$ cat src/rtl/btn_debounce_pkg.sv
// btn_debounce_pkg: shared defaults and ULX3S button bit positions for btn_debounce.
package btn_debounce_pkg;
    localparam int DEBOUNCE_CYCLES_DEF = 250000;
    localparam int DEBOUNCE_CYCLES_SIM = 4;
    localparam int REPEAT_DELAY_DEF    = 12500000;
    localparam int REPEAT_PERIOD_DEF   = 2500000;
    localparam int BTN_PWR   = 0;
    localparam int BTN_F1    = 1;
    localparam int BTN_F2    = 2;
    localparam int BTN_UP    = 3;
    localparam int BTN_DOWN  = 4;
    localparam int BTN_LEFT  = 5;
    localparam int BTN_RIGHT = 6;
endpackage

$ cat src/rtl/btn_debounce_ch.sv
// btn_debounce_ch: one button channel, 2-flop synchroniser, stable-count debounce, press/release strobes.
// Define BTN_DEBOUNCE_AUTOREPEAT_EN to re-strobe press while the button stays held.
module btn_debounce_ch
    import btn_debounce_pkg::*;
#(
    parameter int DEBOUNCE_CYCLES = DEBOUNCE_CYCLES_DEF,
    parameter int CNTR_W          = 24,
    parameter int REPEAT_DELAY    = REPEAT_DELAY_DEF,
    parameter int REPEAT_PERIOD   = REPEAT_PERIOD_DEF
) (
    input  logic clk_25mhz,
    input  logic rst_25mhz,
    input  logic btn,
    output logic level,
    output logic press,
    output logic rel
);
    if (DEBOUNCE_CYCLES < 2 || (64'(1) << CNTR_W) <= 64'(DEBOUNCE_CYCLES) || REPEAT_DELAY < 1 || REPEAT_PERIOD < 1) begin : g_bad_param
        $error("btn_debounce_ch: illegal parameter combination");
    end
    logic s1, s, acc, rep;
    logic [CNTR_W-1:0] cnt;
    assign acc = (s != level) && (cnt == CNTR_W'(DEBOUNCE_CYCLES - 1));
    always_ff @(posedge clk_25mhz) begin
        if (rst_25mhz) begin
            s1 <= 1'b0;
            s  <= 1'b0;
        end else begin
            s1 <= btn;
            s  <= s1;
        end
    end
    always_ff @(posedge clk_25mhz) begin
        if (rst_25mhz) begin
            cnt   <= '0;
            level <= 1'b0;
            press <= 1'b0;
            rel   <= 1'b0;
        end else begin
            cnt   <= (s == level || acc) ? '0 : cnt + 1'b1;
            level <= acc ? s : level;
            press <= (acc & s) | rep;
            rel   <= acc & ~s;
        end
    end
`ifdef BTN_DEBOUNCE_AUTOREPEAT_EN
    localparam int RW = $clog2((REPEAT_DELAY > REPEAT_PERIOD ? REPEAT_DELAY : REPEAT_PERIOD) + 1);
    logic [RW-1:0] rcnt;
    logic rfirst;
    // rcnt counts cycles since the last press strobe; the first gap is the longer delay
    assign rep = level && !acc && rcnt == (rfirst ? RW'(REPEAT_DELAY - 1) : RW'(REPEAT_PERIOD - 1));
    always_ff @(posedge clk_25mhz) begin
        if (rst_25mhz || !level || acc) begin
            rcnt   <= '0;
            rfirst <= 1'b1;
        end else if (rep) begin
            rcnt   <= '0;
            rfirst <= 1'b0;
        end else begin
            rcnt <= rcnt + 1'b1;
        end
    end
`else
    assign rep = 1'b0;
`endif
endmodule

$ cat src/rtl/btn_debounce.sv
// btn_debounce: synchronise and debounce N_BTN raw buttons into levels, press/release strobes and o_any.
// Define BTN_DEBOUNCE_AUTOREPEAT_EN to add press auto-repeat on held buttons.
module btn_debounce
    import btn_debounce_pkg::*;
#(
    parameter int N_BTN           = 7,
    parameter int DEBOUNCE_CYCLES = DEBOUNCE_CYCLES_DEF,
    parameter int CNTR_W          = 24,
    parameter int REPEAT_DELAY    = REPEAT_DELAY_DEF,
    parameter int REPEAT_PERIOD   = REPEAT_PERIOD_DEF
) (
    input  logic             clk_25mhz,
    input  logic             rst_25mhz,
    input  logic [N_BTN-1:0] i_btn,
    output logic [N_BTN-1:0] o_level,
    output logic [N_BTN-1:0] o_press,
    output logic [N_BTN-1:0] o_release,
    output logic             o_any
);
    for (genvar i = 0; i < N_BTN; i++) begin : g_ch
        btn_debounce_ch #(
            .DEBOUNCE_CYCLES(DEBOUNCE_CYCLES),
            .CNTR_W         (CNTR_W),
            .REPEAT_DELAY   (REPEAT_DELAY),
            .REPEAT_PERIOD  (REPEAT_PERIOD)
        ) u_ch (
            .clk_25mhz(clk_25mhz),
            .rst_25mhz(rst_25mhz),
            .btn      (i_btn[i]),
            .level    (o_level[i]),
            .press    (o_press[i]),
            .rel      (o_release[i])
        );
    end
    always_ff @(posedge clk_25mhz) begin
        if (rst_25mhz) o_any <= 1'b0;
        else o_any <= |o_level;
    end
endmodule

$ cat config.mk
export PLATFORM = sky130hd
export DESIGN_NAME = btn_debounce
export DESIGN_NICKNAME = d
export VERILOG_FILES = /design/src/rtl/btn_debounce_pkg.sv /design/src/rtl/btn_debounce_ch.sv /design/src/rtl/btn_debounce.sv
export SDC_FILE = /design/constraint.sdc
export NUM_CORES = 1
export LEC_CHECK = 0
export BUFFER_PORTS_ARGS = -buffer_cell sky130_fd_sc_hd__buf_2
export CAP_MARGIN = 20
export CORE_MARGIN = 5
export CORE_UTILIZATION = 58
export CTS_BUF_LIST = sky130_fd_sc_hd__clkbuf_2 sky130_fd_sc_hd__clkbuf_4 sky130_fd_sc_hd__clkbuf_8
export CTS_CLUSTER_SIZE = 24
export DETAILED_ROUTE_END_ITERATION = 16
export GPL_ROUTABILITY_DRIVEN = 0
export PLACE_DENSITY = 0.78
export SYNTH_ARGS = -nofsm -noshare
export SYNTH_HDL_FRONTEND = slang
export SYNTH_SLANG_ARGS = --single-unit
$ cat constraint.sdc
create_clock -name clk_25mhz -period 1.9 [get_ports clk_25mhz]
set_clock_uncertainty 0.1 [all_clocks]
set_input_delay 0.38 -clock clk_25mhz [delete_from_list [all_inputs] [get_ports clk_25mhz]]
set_output_delay 0.38 -clock clk_25mhz [all_outputs]
set_load 0.01 [all_outputs]
==> results of run 1 <==
-- per-stage QoR --
step / hold slack (ps) / area, sq um
2_1_floorplan: 308.0 / 9131
3_3_place_gp: 316.2 / 9953
3_5_place_dp: 322.0 / 9953
4_1_cts: 4.072 / 10780
5_1_grt: 17.02 / 10940
6_report: 30.78 / 10940
-- state kept, by name, indices dropped and copies added (netlist names) --
| name | cells |
|---|---|
| g_ch.u_ch.s1 | 7 |
| g_ch.u_ch.cnt | 168 |
| g_ch.u_ch.rel | 7 |
| g_ch.u_ch.press | 7 |
| g_ch.u_ch.s | 7 |
| o_any | 1 |
| g_ch.u_ch.level | 7 |
-- final cells by class --
class | count | area [sq um]
inverter | 31 | 116.4
clock buffer | 56 | 720.7
sequential | 204 | 4091
clock inverter | 4 | 45.04
tap | 211 | 264.0
timing repair buffer | 130 | 950.9
multi-input combinational | 765 | 4748
fill | 1203 | 4378
-- routing by layer --
layer	vias up	global-route usage, %	wire [microns]
met5	-	0	13
met4	2	7.671	449
met3	39	4.198	849
met2	148	35.81	9168
met1	3717	28.57	9246
li1	4029	-	-
-- cell usage in the layout (no fill, tap or decap), types with 22 or more instances in the layout --
cell type,n
buf_2,30
a21oi_1,65
or4_1,25
clkbuf_8,48
o31ai_1,22
nand4_1,55
and4_1,26
o21ai_0,44
buf_4,92
nor4_1,38
xnor2_1,58
nand2_1,54
nand3_1,56
dfxtp_1,198
or3_1,45
inv_1,31
xor2_1,41
nor2_1,122
-- what timing repair did --
item | in CTS | in global routing
gates resized for setup | 2 | 30
setup endpoints to repair | 2 | 80
pin swaps | 0 | 6
endpoints found under the hold margin | 5 | 0
buffers inserted | 0 | 3
hold buffers | 5 | 0
-- logic make-up (layout without fill, tap and decap cells) --
logic type               count (synthesis)  in the layout  share of synthesized area [%]
buffers and inverters                   90            221                          4.702
flip-flops                             204            204                          44.87
adder cells (fa/ha/maj)                  7              7                         0.9623
AND/OR/NAND/NOR                        515            515                          31.08
multiplexers                             3              3                         0.3300
AO/OA/AOI/OAI                          141            141                          8.524
XOR/XNOR                                99             99                          9.527
-- power groups by stage --
stage / Clock, mW / Sequential [mW] / Combinational (mW)
2_1_floorplan: 0 / 4.40 / 0.0611
3_5_place_dp: 0 / 4.40 / 0.109
6_report: 4.27 / 4.31 / 0.119
4_1_cts: 4.37 / 4.31 / 0.118
5_1_grt: 4.60 / 4.31 / 0.132
3_3_place_gp: 0 / 4.40 / 0.107
-- path summary, 6_finish.rpt --
kind	slack [ps]	start	to	depth (start not counted)
setup / recovery	80	g_ch[0].u_ch.cnt[1]	g_ch[0].u_ch.cnt[23]	5
hold / removal	30	i_btn[6]	g_ch[6].u_ch.s1	2
setup reg to reg	80	g_ch[0].u_ch.cnt[1]	g_ch[0].u_ch.cnt[23]	5
hold reg to reg	330	g_ch[2].u_ch.cnt[0]	g_ch[2].u_ch.cnt[0]	1
-- worst register-to-register path, delay by kind of cell, from the launching register on --
family	cells	cell delay, ps
flip-flops	1	340
buffers and inverters	1	120
AND/OR/NAND/NOR	3	1040
AO/OA/AOI/OAI	1	150
==> results.sh, run 1 <==
export IMPL_status="completed"
export IMPL_cts_root_buf="clkbuf_8"
export IMPL_clkLatencyLatePin_ps=510
export IMPL_track_usage_pct=21.74
export IMPL_slew_headroom_pct=55.36
export IMPL_worst_slack_ps=84.57
export IMPL_rsz0062_at_grt="false"
export IMPL_ys_types=35
export IMPL_cts_buffers=36
export IMPL_die_h_microns=135.3
export IMPL_ys_top_cells_by_count="dfxtp_1, nor2_1, a21oi_1, nand3_1, xnor2_1"
export IMPL_drv_cap=0
export IMPL_syn2layout_area_growth_pct=20.17
export IMPL_crit_family="simple AND/OR/NAND/NOR gates"
export IMPL_ys_seq_elements=204
export IMPL_crit_chain="buf_4 -> nand4_1 -> or4_4 -> or3_1 -> a21oi_1"
export IMPL_drc=0
export IMPL_crit_buf_inv=1
export IMPL_avgSynthCellArea_sq_um=8.594
export IMPL_grt_pass1_vias=7332
export IMPL_place_port_buffers=30
export IMPL_powerDensity_mw_per_mm2=795.1
export IMPL_wire_per_inst_microns=14.08
export IMPL_antenna_found_initial=1
export IMPL_syn_area_sq_mm=0.009101
export IMPL_fin_tns_setup_ps=0
export IMPL_drv_slew=0
export IMPL_synth_top_area_cell="dfxtp_1"
export IMPL_vias_per_cell=5.664
export IMPL_switching_share_pct=20.87
export IMPL_path_max_fanout=8
export IMPL_final_hold_viol_count=0
export IMPL_synthCells=1059
export IMPL_ir_drop_mv=0.7458
export IMPL_place_ws_ps=16.21
export IMPL_grt_max_degree=24
export IMPL_synth_edf_count=0
export IMPL_fp_dieW_microns=135.3
export IMPL_yosysTopAreaCellShare_pct=44.87
export IMPL_ys_seq_area_share_pct=44.87
export IMPL_worst_setup_path_start_kind="flip-flop"
export IMPL_switching_power_mw=1.815
export IMPL_initial_core_util_pct=59.43
export IMPL_wirelength_mm=19.73
export IMPL_core_area_sq_mm=0.01531
export IMPL_hold_class="primary input to flip-flop"
export IMPL_dp_cells=1333
export IMPL_synthesis_nets=1075
export IMPL_max_stage_delay_ps=550
export IMPL_nets=1184
export IMPL_ctsHtreeMaxLevel=2
export IMPL_rows=45
export IMPL_grt_remaining_overflow=0
export IMPL_p_total_mw=8.696
export IMPL_drtIter0Drc=448
export IMPL_ys_async_sr_fraction_pct=0
export IMPL_p_clk_share_pct=49.1
export IMPL_setup_viol=0
export IMPL_p_seq_share_pct=49.6
export IMPL_p_int_mw=6.881
export IMPL_cts_tree="yes"
export IMPL_synthFlopType="dfxtp_1"
export IMPL_min_period_ps=1815
export IMPL_drive_gt1_share_pct=18.99
export IMPL_path_clk_slew_ps=60
export IMPL_antenna_cells=0
export IMPL_hpwl_mm=13.16
export IMPL_drtPass1Iterations=5
export IMPL_fmax_mhz=550.8
export IMPL_criticalPathCategory="flip-flop to flip-flop"
export IMPL_cts_sinks=204
export IMPL_via_count=7935
export IMPL_synthTopCellsByArea="dfxtp_1, xnor2_1, nor2_1"
export IMPL_min_period_over_period_pct=95.55
export IMPL_cp_slowest_cell="or4_4"
export IMPL_die_area_sq_mm=0.01830
export IMPL_endpoint_kind="flip-flop"
export IMPL_comb_power_share_pct=1.4
export IMPL_tightest_slew_ps=663.5
export IMPL_cp_required_ps=2240
export IMPL_arrival_ps=2150
export IMPL_final_util_pct=71.41
export IMPL_grt_pass1_wl_mm=33.78
export IMPL_layout_cells_non_filler=1401
export IMPL_synth_most_common_cell="dfxtp_1"
export IMPL_ant_nets=0
export IMPL_io_pins=31
export IMPL_leakage_nw=3.563
export IMPL_clk_path_buf_depth=3
export IMPL_ys_warn_count=0
Note: power is estimated with default switching activity, not from simulation.
==> run 2: changes to the inputs <==
--- a/config.mk
+++ b/config.mk
@@ -8,12 +8,13 @@
 export BUFFER_PORTS_ARGS = -buffer_cell sky130_fd_sc_hd__buf_2
 export CAP_MARGIN = 20
 export CORE_MARGIN = 5
-export CORE_UTILIZATION = 58
+export CORE_UTILIZATION = 49
 export CTS_BUF_LIST = sky130_fd_sc_hd__clkbuf_2 sky130_fd_sc_hd__clkbuf_4 sky130_fd_sc_hd__clkbuf_8
 export CTS_CLUSTER_SIZE = 24
 export DETAILED_ROUTE_END_ITERATION = 16
 export GPL_ROUTABILITY_DRIVEN = 0
-export PLACE_DENSITY = 0.78
+export MAX_ROUTING_LAYER = met4
+export PLACE_DENSITY = 0.68
 export SYNTH_ARGS = -nofsm -noshare
 export SYNTH_HDL_FRONTEND = slang
 export SYNTH_SLANG_ARGS = --single-unit
==> run 2 against run 1 <==
Against the previous run:
- worst setup slack lost 27 ps
- sequential cell count is the same
- maximum frequency shrank 1.5%
- count of clock-buffer cells in the layout shrank 3
- non-clock buffer count grew 15
- combinational power grew 8%
- wire length grew 0.96%
==> results.sh, run 2 (same netlist as run 1, synthesis figures left out) <==
export IMPL_status="completed"
export IMPL_worstHoldStart="i_btn[0]"
export IMPL_hold_class="primary input to flip-flop"
export IMPL_endpoint_kind="flip-flop"
export IMPL_multi_input_area_sq_mm=0.004761
export IMPL_place_area_sq_mm=0.01009
export IMPL_core_area_sq_mm=0.01815
export IMPL_tightest_slew_ps=421.3
export IMPL_syn2layout_area_growth_pct=22.26
export IMPL_die_h_microns=146.3
export IMPL_route_met2_wl_mm=9.265
export IMPL_powerDensity_mw_per_mm2=775.2
export IMPL_ant_nets=0
export IMPL_min_period_over_period_pct=96.99
export IMPL_largest_register="g_ch.u_ch.cnt"
export IMPL_final_common_cell="dfxtp_1"
export IMPL_place_port_buffers=30
export IMPL_leakage_nw=3.663
export IMPL_layout_cells_non_filler=1435
export IMPL_p_total_mw=8.626
export IMPL_wirelength_mm=19.92
export IMPL_criticalPathCategory="flip-flop to flip-flop"
export IMPL_via_count=7952
export IMPL_arrival_ps=2170
export IMPL_clkLatencyLatePin_ps=530
export IMPL_r2r_start="g_ch[2].u_ch.cnt[0]"
export IMPL_wire_per_inst_microns=13.88
export IMPL_cp_required_ps=2230
export IMPL_io_pins=31
export IMPL_met3WireLength_microns=835
export IMPL_whs_ps=39.07
export IMPL_drive_gt1_share_pct=20.32
export IMPL_place_ws_ps=-0.8877
export IMPL_vias_per_cell=5.541
export IMPL_hpwl_mm=13.59
export IMPL_antenna_found_initial=0
export IMPL_ir_drop_mv=0.6226
export IMPL_slew_headroom_pct=71.52
export IMPL_top_layer_used="met4"
export IMPL_antenna_cells=0
export IMPL_grt_remaining_overflow=0
export IMPL_worst_slack_ps=57.17
export IMPL_drc=0
export IMPL_fin_area_sq_mm=0.01113
export IMPL_drtPass1Iterations=5
export IMPL_die_area_sq_mm=0.02140
export IMPL_fillers=1560
export IMPL_drt_met1_wl_mm=9.403
export IMPL_max_stage_delay_ps=400
export IMPL_cts_buffers=37
export IMPL_r2r_end="g_ch[2].u_ch.cnt[20]"
export IMPL_crit_chain="ha_4 -> nand4_1 -> nand4b_1 -> or3_1 -> a21oi_1"
export IMPL_cts_tree="yes"
export IMPL_min_period_ps=1843
export IMPL_ctsHtreeMaxLevel=2
export IMPL_path_max_fanout=6
export IMPL_cp_slowest_cell="or3_1"
export IMPL_track_usage_pct=18.80
export IMPL_rows=49
export IMPL_final_util_pct=61.31
export IMPL_drtIter0Drc=339
export IMPL_worstHoldPathCells=2
export IMPL_fin_tns_setup_ps=0
export IMPL_cts_sinks=204
export IMPL_drv_cap=0
export IMPL_drv_slew=0
export IMPL_grt_max_degree=25
export IMPL_crit_buf_inv=0
export IMPL_fmax_mhz=542.6
export IMPL_path_clk_slew_ps=60
export IMPL_largest_reg_flops=168
export IMPL_regArea_sq_mm=0.004093
export IMPL_hold_end="g_ch[0].u_ch.s1"
export IMPL_dp_cells=1365
export IMPL_setup_viol=0
export IMPL_nets=1200
export IMPL_grt_pass1_vias=7510
export IMPL_initial_core_util_pct=50.15
export IMPL_grt_pass1_wl_mm=34.14
export IMPL_rsz0062_at_grt="true"
export IMPL_fp_dieW_microns=146.3
export IMPL_crit_family="simple AND/OR/NAND/NOR gates"
export IMPL_ff2ff_path_depth=5
export IMPL_worst_setup_path_start_kind="flip-flop"
export IMPL_final_hold_viol_count=0
export IMPL_r2r_slack_ps=60
export IMPL_mostFrequentLayoutCells="dfxtp_1, nor2_1, buf_4"
export IMPL_clk_path_buf_depth=3
export IMPL_cts_root_buf="clkbuf_8"
## run 2: final cells by class
cell class,instances,area share [%]
multi-input cells,765,42.79
clock inverters,8,0.6297
repair buffers,145,10.08
well taps,229,2.575
clock buffers,53,6.106
flip-flops and latches,204,36.78
inverters,31,1.046
## run 2: where the power goes
group          switching [mW]  leakage [nW]  internal, mW
Combinational          0.0684          1.62        0.0608
Clock                    1.76         0.394          2.42
Sequential             0.0112          1.65          4.30
Total                    1.84          3.66          6.78
## run 2: per-layer routing
layer | up-vias | global-route usage (%)
met4 | 0 | 6.397
li1 | 4076 | -
met3 | 37 | 3.750
met2 | 142 | 30.03
met1 | 3697 | 23.93
met5 | - | -
## run 2: worst max path at each step
stage,slack (ps),depth (start not counted),start,endpoint
floorplan,3,6,g_ch[0].u_ch.cnt[1],g_ch[0].u_ch.cnt[20]
global placement,40,5,g_ch[0].u_ch.cnt[1],g_ch[0].u_ch.cnt[18]
detailed placement,-0.9,5,g_ch[1].u_ch.cnt[1],g_ch[1].u_ch.cnt[16]
CTS,10,7,g_ch[6].u_ch.cnt[0],g_ch[6].u_ch.cnt[22]
global route,-40,6,g_ch[2].u_ch.cnt[0],g_ch[2].u_ch.cnt[18]
finish,60,5,g_ch[2].u_ch.cnt[0],g_ch[2].u_ch.cnt[20]
## run 2: what timing repair did
action / in CTS / in global routing
endpoints found under the hold margin: 6 / 0
gates resized for setup: 4 / 34
hold buffers: 6 / 0
pin swaps: 0 / 8
setup buffers: 0 / 2
cloned: 0 / 2
setup endpoints to repair: 7 / 109
## run 2: worst register-to-register path: stages, from the launching register on
cell      delay [ps]
dfxtp_1          380
ha_4             170
nand4_1          220
nand4b_1         370
or3_1            400
a21oi_1          140
==> run 3: changes to the inputs <==
--- a/config.mk
+++ b/config.mk
@@ -7,14 +7,14 @@
 export LEC_CHECK = 0
 export BUFFER_PORTS_ARGS = -buffer_cell sky130_fd_sc_hd__buf_2
 export CAP_MARGIN = 20
+export CORE_ASPECT_RATIO = 1.5
 export CORE_MARGIN = 5
-export CORE_UTILIZATION = 49
+export CORE_UTILIZATION = 35
 export CTS_BUF_LIST = sky130_fd_sc_hd__clkbuf_2 sky130_fd_sc_hd__clkbuf_4 sky130_fd_sc_hd__clkbuf_8
 export CTS_CLUSTER_SIZE = 24
 export DETAILED_ROUTE_END_ITERATION = 16
 export GPL_ROUTABILITY_DRIVEN = 0
 export MAX_ROUTING_LAYER = met4
-export PLACE_DENSITY = 0.68
 export SYNTH_ARGS = -nofsm -noshare
 export SYNTH_HDL_FRONTEND = slang
 export SYNTH_SLANG_ARGS = --single-unit
==> run 3 against run 2 <==
Against the previous run:
- first-iteration DRC count down 8.6%
- global-route usage is 4.6 points lower
- critical path depth unchanged
- worst hold slack improved by 310 ps
- critical path type unchanged
- largest power group unchanged
==> results.sh, run 3 (same netlist as run 1, synthesis figures left out) <==
export IMPL_largest_register="g_ch.u_ch.cnt"
export IMPL_nets=1196
export IMPL_hold_class="flip-flop to flip-flop"
export IMPL_grt_max_degree=25
export IMPL_p_seq_share_pct=50.9
export IMPL_drv_slew=0
export IMPL_fmax_mhz=550.1
export IMPL_worstHoldPathCells=1
export IMPL_switching_share_pct=21.57
export IMPL_cts_buffers=35
export IMPL_cts_root_buf="clkbuf_8"
export IMPL_slew_headroom_pct=63.82
export IMPL_min_period_over_period_pct=95.68
export IMPL_final_common_cell="dfxtp_1"
export IMPL_drtIter0Drc=310
export IMPL_criticalPathCategory="flip-flop to flip-flop"
export IMPL_status="completed"
export IMPL_track_usage_pct=14.24
export IMPL_r2r_slack_ps=80
export IMPL_io_pins=31
export IMPL_drv_cap=0
export IMPL_ctsHtreeMaxLevel=2
export IMPL_hold_end="g_ch[6].u_ch.s"
export IMPL_p_clk_share_pct=47.6
export IMPL_die_h_microns=207.5
export IMPL_cp_required_ps=2250
export IMPL_regArea_sq_mm=0.004091
export IMPL_fp_dieW_microns=141.7
export IMPL_largest_reg_flops=168
export IMPL_cts_sinks=204
export IMPL_initial_core_util_pct=35.32
export IMPL_drc=0
export IMPL_grt_pass1_wl_mm=34.92
export IMPL_via_count=7960
export IMPL_leakage_nw=3.610
export IMPL_ant_nets=0
export IMPL_tightest_slew_ps=537.7
export IMPL_multi_input_area_sq_mm=0.004697
export IMPL_ff2ff_path_depth=5
export IMPL_wirelength_mm=20.46
export IMPL_arrival_ps=2160
export IMPL_powerDensity_mw_per_mm2=759.7
export IMPL_vias_per_cell=5.182
export IMPL_drive_gt1_share_pct=19.37
export IMPL_r2r_start="g_ch[1].u_ch.cnt[1]"
export IMPL_rows=72
export IMPL_cts_tree="yes"
export IMPL_p_int_mw=6.635
export IMPL_clkLatencyLatePin_ps=520
export IMPL_comb_power_share_pct=1.5
export IMPL_mostFrequentLayoutCells="dfxtp_1, nor2_1, buf_4"
export IMPL_final_util_pct=43.22
export IMPL_fin_tns_setup_ps=0
export IMPL_grt_pass1_vias=7722
export IMPL_hpwl_mm=14.53
export IMPL_core_area_sq_mm=0.02576
export IMPL_setup_viol=0
export IMPL_worst_setup_path_start_kind="flip-flop"
export IMPL_place_port_buffers=30
export IMPL_path_clk_slew_ps=60
export IMPL_endpoint_kind="flip-flop"
export IMPL_worstHoldStart="g_ch[6].u_ch.s1"
export IMPL_antenna_cells=0
export IMPL_drtPass1Iterations=4
export IMPL_r2r_end="g_ch[1].u_ch.cnt[18]"
export IMPL_clk_path_buf_depth=3
export IMPL_wire_per_inst_microns=13.32
export IMPL_syn2layout_area_growth_pct=22.35
export IMPL_fillers=2614
export IMPL_min_period_ps=1818
export IMPL_rsz0062_at_grt="false"
export IMPL_switching_power_mw=1.825
export IMPL_ir_drop_mv=0.4809
export IMPL_antenna_found_initial=0
export IMPL_die_area_sq_mm=0.02940
export IMPL_path_max_fanout=8
export IMPL_grt_remaining_overflow=0
export IMPL_final_hold_viol_count=0
==> run 3: cell types whose count changed in the layout (fill, tap and decap cells not counted), sizes merged <==
cell	previous run	this run
dlygate4sd3	6	8
clkinv	5	1
buf	137	135
bufinv	1	0
clkinvlp	2	4
==> run 3: area by class of cell <==
class                           count  share of cell area (%)
Clock buffer                       55                   6.124
Clock inverter                      5                  0.3146
Inverter                           31                   1.045
Multi-Input combinational cell    765                   42.18
Sequential cell                   204                   36.74
Tap cell                          333                   3.742
Timing Repair Buffer              143                   9.854
==> run 3: per-stage QoR <==
| step | instances | power (mW) | instance area (sq um) | hold WS, ps | setup slack [ps] |
|---|---|---|---|---|---|
| finish | 1536 | 8.459 | 11140 | 344.8 | 82.00 |
| CTS | 1534 | 8.639 | 11040 | 351.8 | 1.472 |
| floorplan | 1059 | 4.461 | 9131 | 308.0 | 3.298 |
| detailed placement | 1465 | 4.516 | 10220 | 328.2 | -18.98 |
| global route | 1536 | 8.835 | 11140 | 364.6 | 1.386 |
| global placement | 1465 | 4.515 | 10220 | 318.6 | -3.725 |
==> run 3: layer usage <==
| metal | routed length (microns) | part of all wire (%) | track usage, % | vias to the layer above |
|---|---|---|---|---|
| li1 | - | - | - | 4049 |
| met5 | 0 | 0 | - | - |
| met3 | 941 | 4.6 | 3.134 | 51 |
| met4 | 620 | 3.0 | 5.530 | 0 |
| met1 | 8559 | 42 | 15.57 | 3728 |
| met2 | 10330 | 51 | 24.93 | 132 |
==> run 3: worst max path at each step <==
stage	from	endpoint	depth (start not counted)
2_1_floorplan	g_ch[0].u_ch.cnt[1]	g_ch[0].u_ch.cnt[20]	6
3_3_place_gp	g_ch[0].u_ch.cnt[1]	g_ch[0].u_ch.cnt[20]	5
3_5_place_dp	g_ch[0].u_ch.cnt[1]	g_ch[0].u_ch.cnt[20]	5
4_1_cts	g_ch[1].u_ch.cnt[8]	g_ch[1].u_ch.cnt[23]	4
5_1_grt	g_ch[2].u_ch.cnt[19]	g_ch[2].u_ch.press	6
6_report	g_ch[1].u_ch.cnt[1]	g_ch[1].u_ch.cnt[18]	5
==> run 3: worst max-delay path, cell delays in order (launching register included) <==
cell	delay, ps
dfxtp_1	340
ha_2	190
nand3_2	80
or4_4	560
or3_1	350
a21oi_2	130
==> run 3: timing repair <==
action,in CTS,in global routing
hold endpoints to repair,8,0
gates cloned,0,0
endpoints found under the setup margin,10,66
pin swaps,0,7
hold buffers,8,0
resized for setup,3,23
buffers inserted,1,2
==> run 3: power groups by stage <==
stage	Sequential [mW]	Combinational (mW)	Clock, mW
after detailed placement	4.40	0.116	0
after global routing	4.31	0.142	4.39
final	4.31	0.128	4.02
after CTS	4.31	0.129	4.20
after global placement	4.40	0.115	0
after floorplan	4.40	0.0611	0
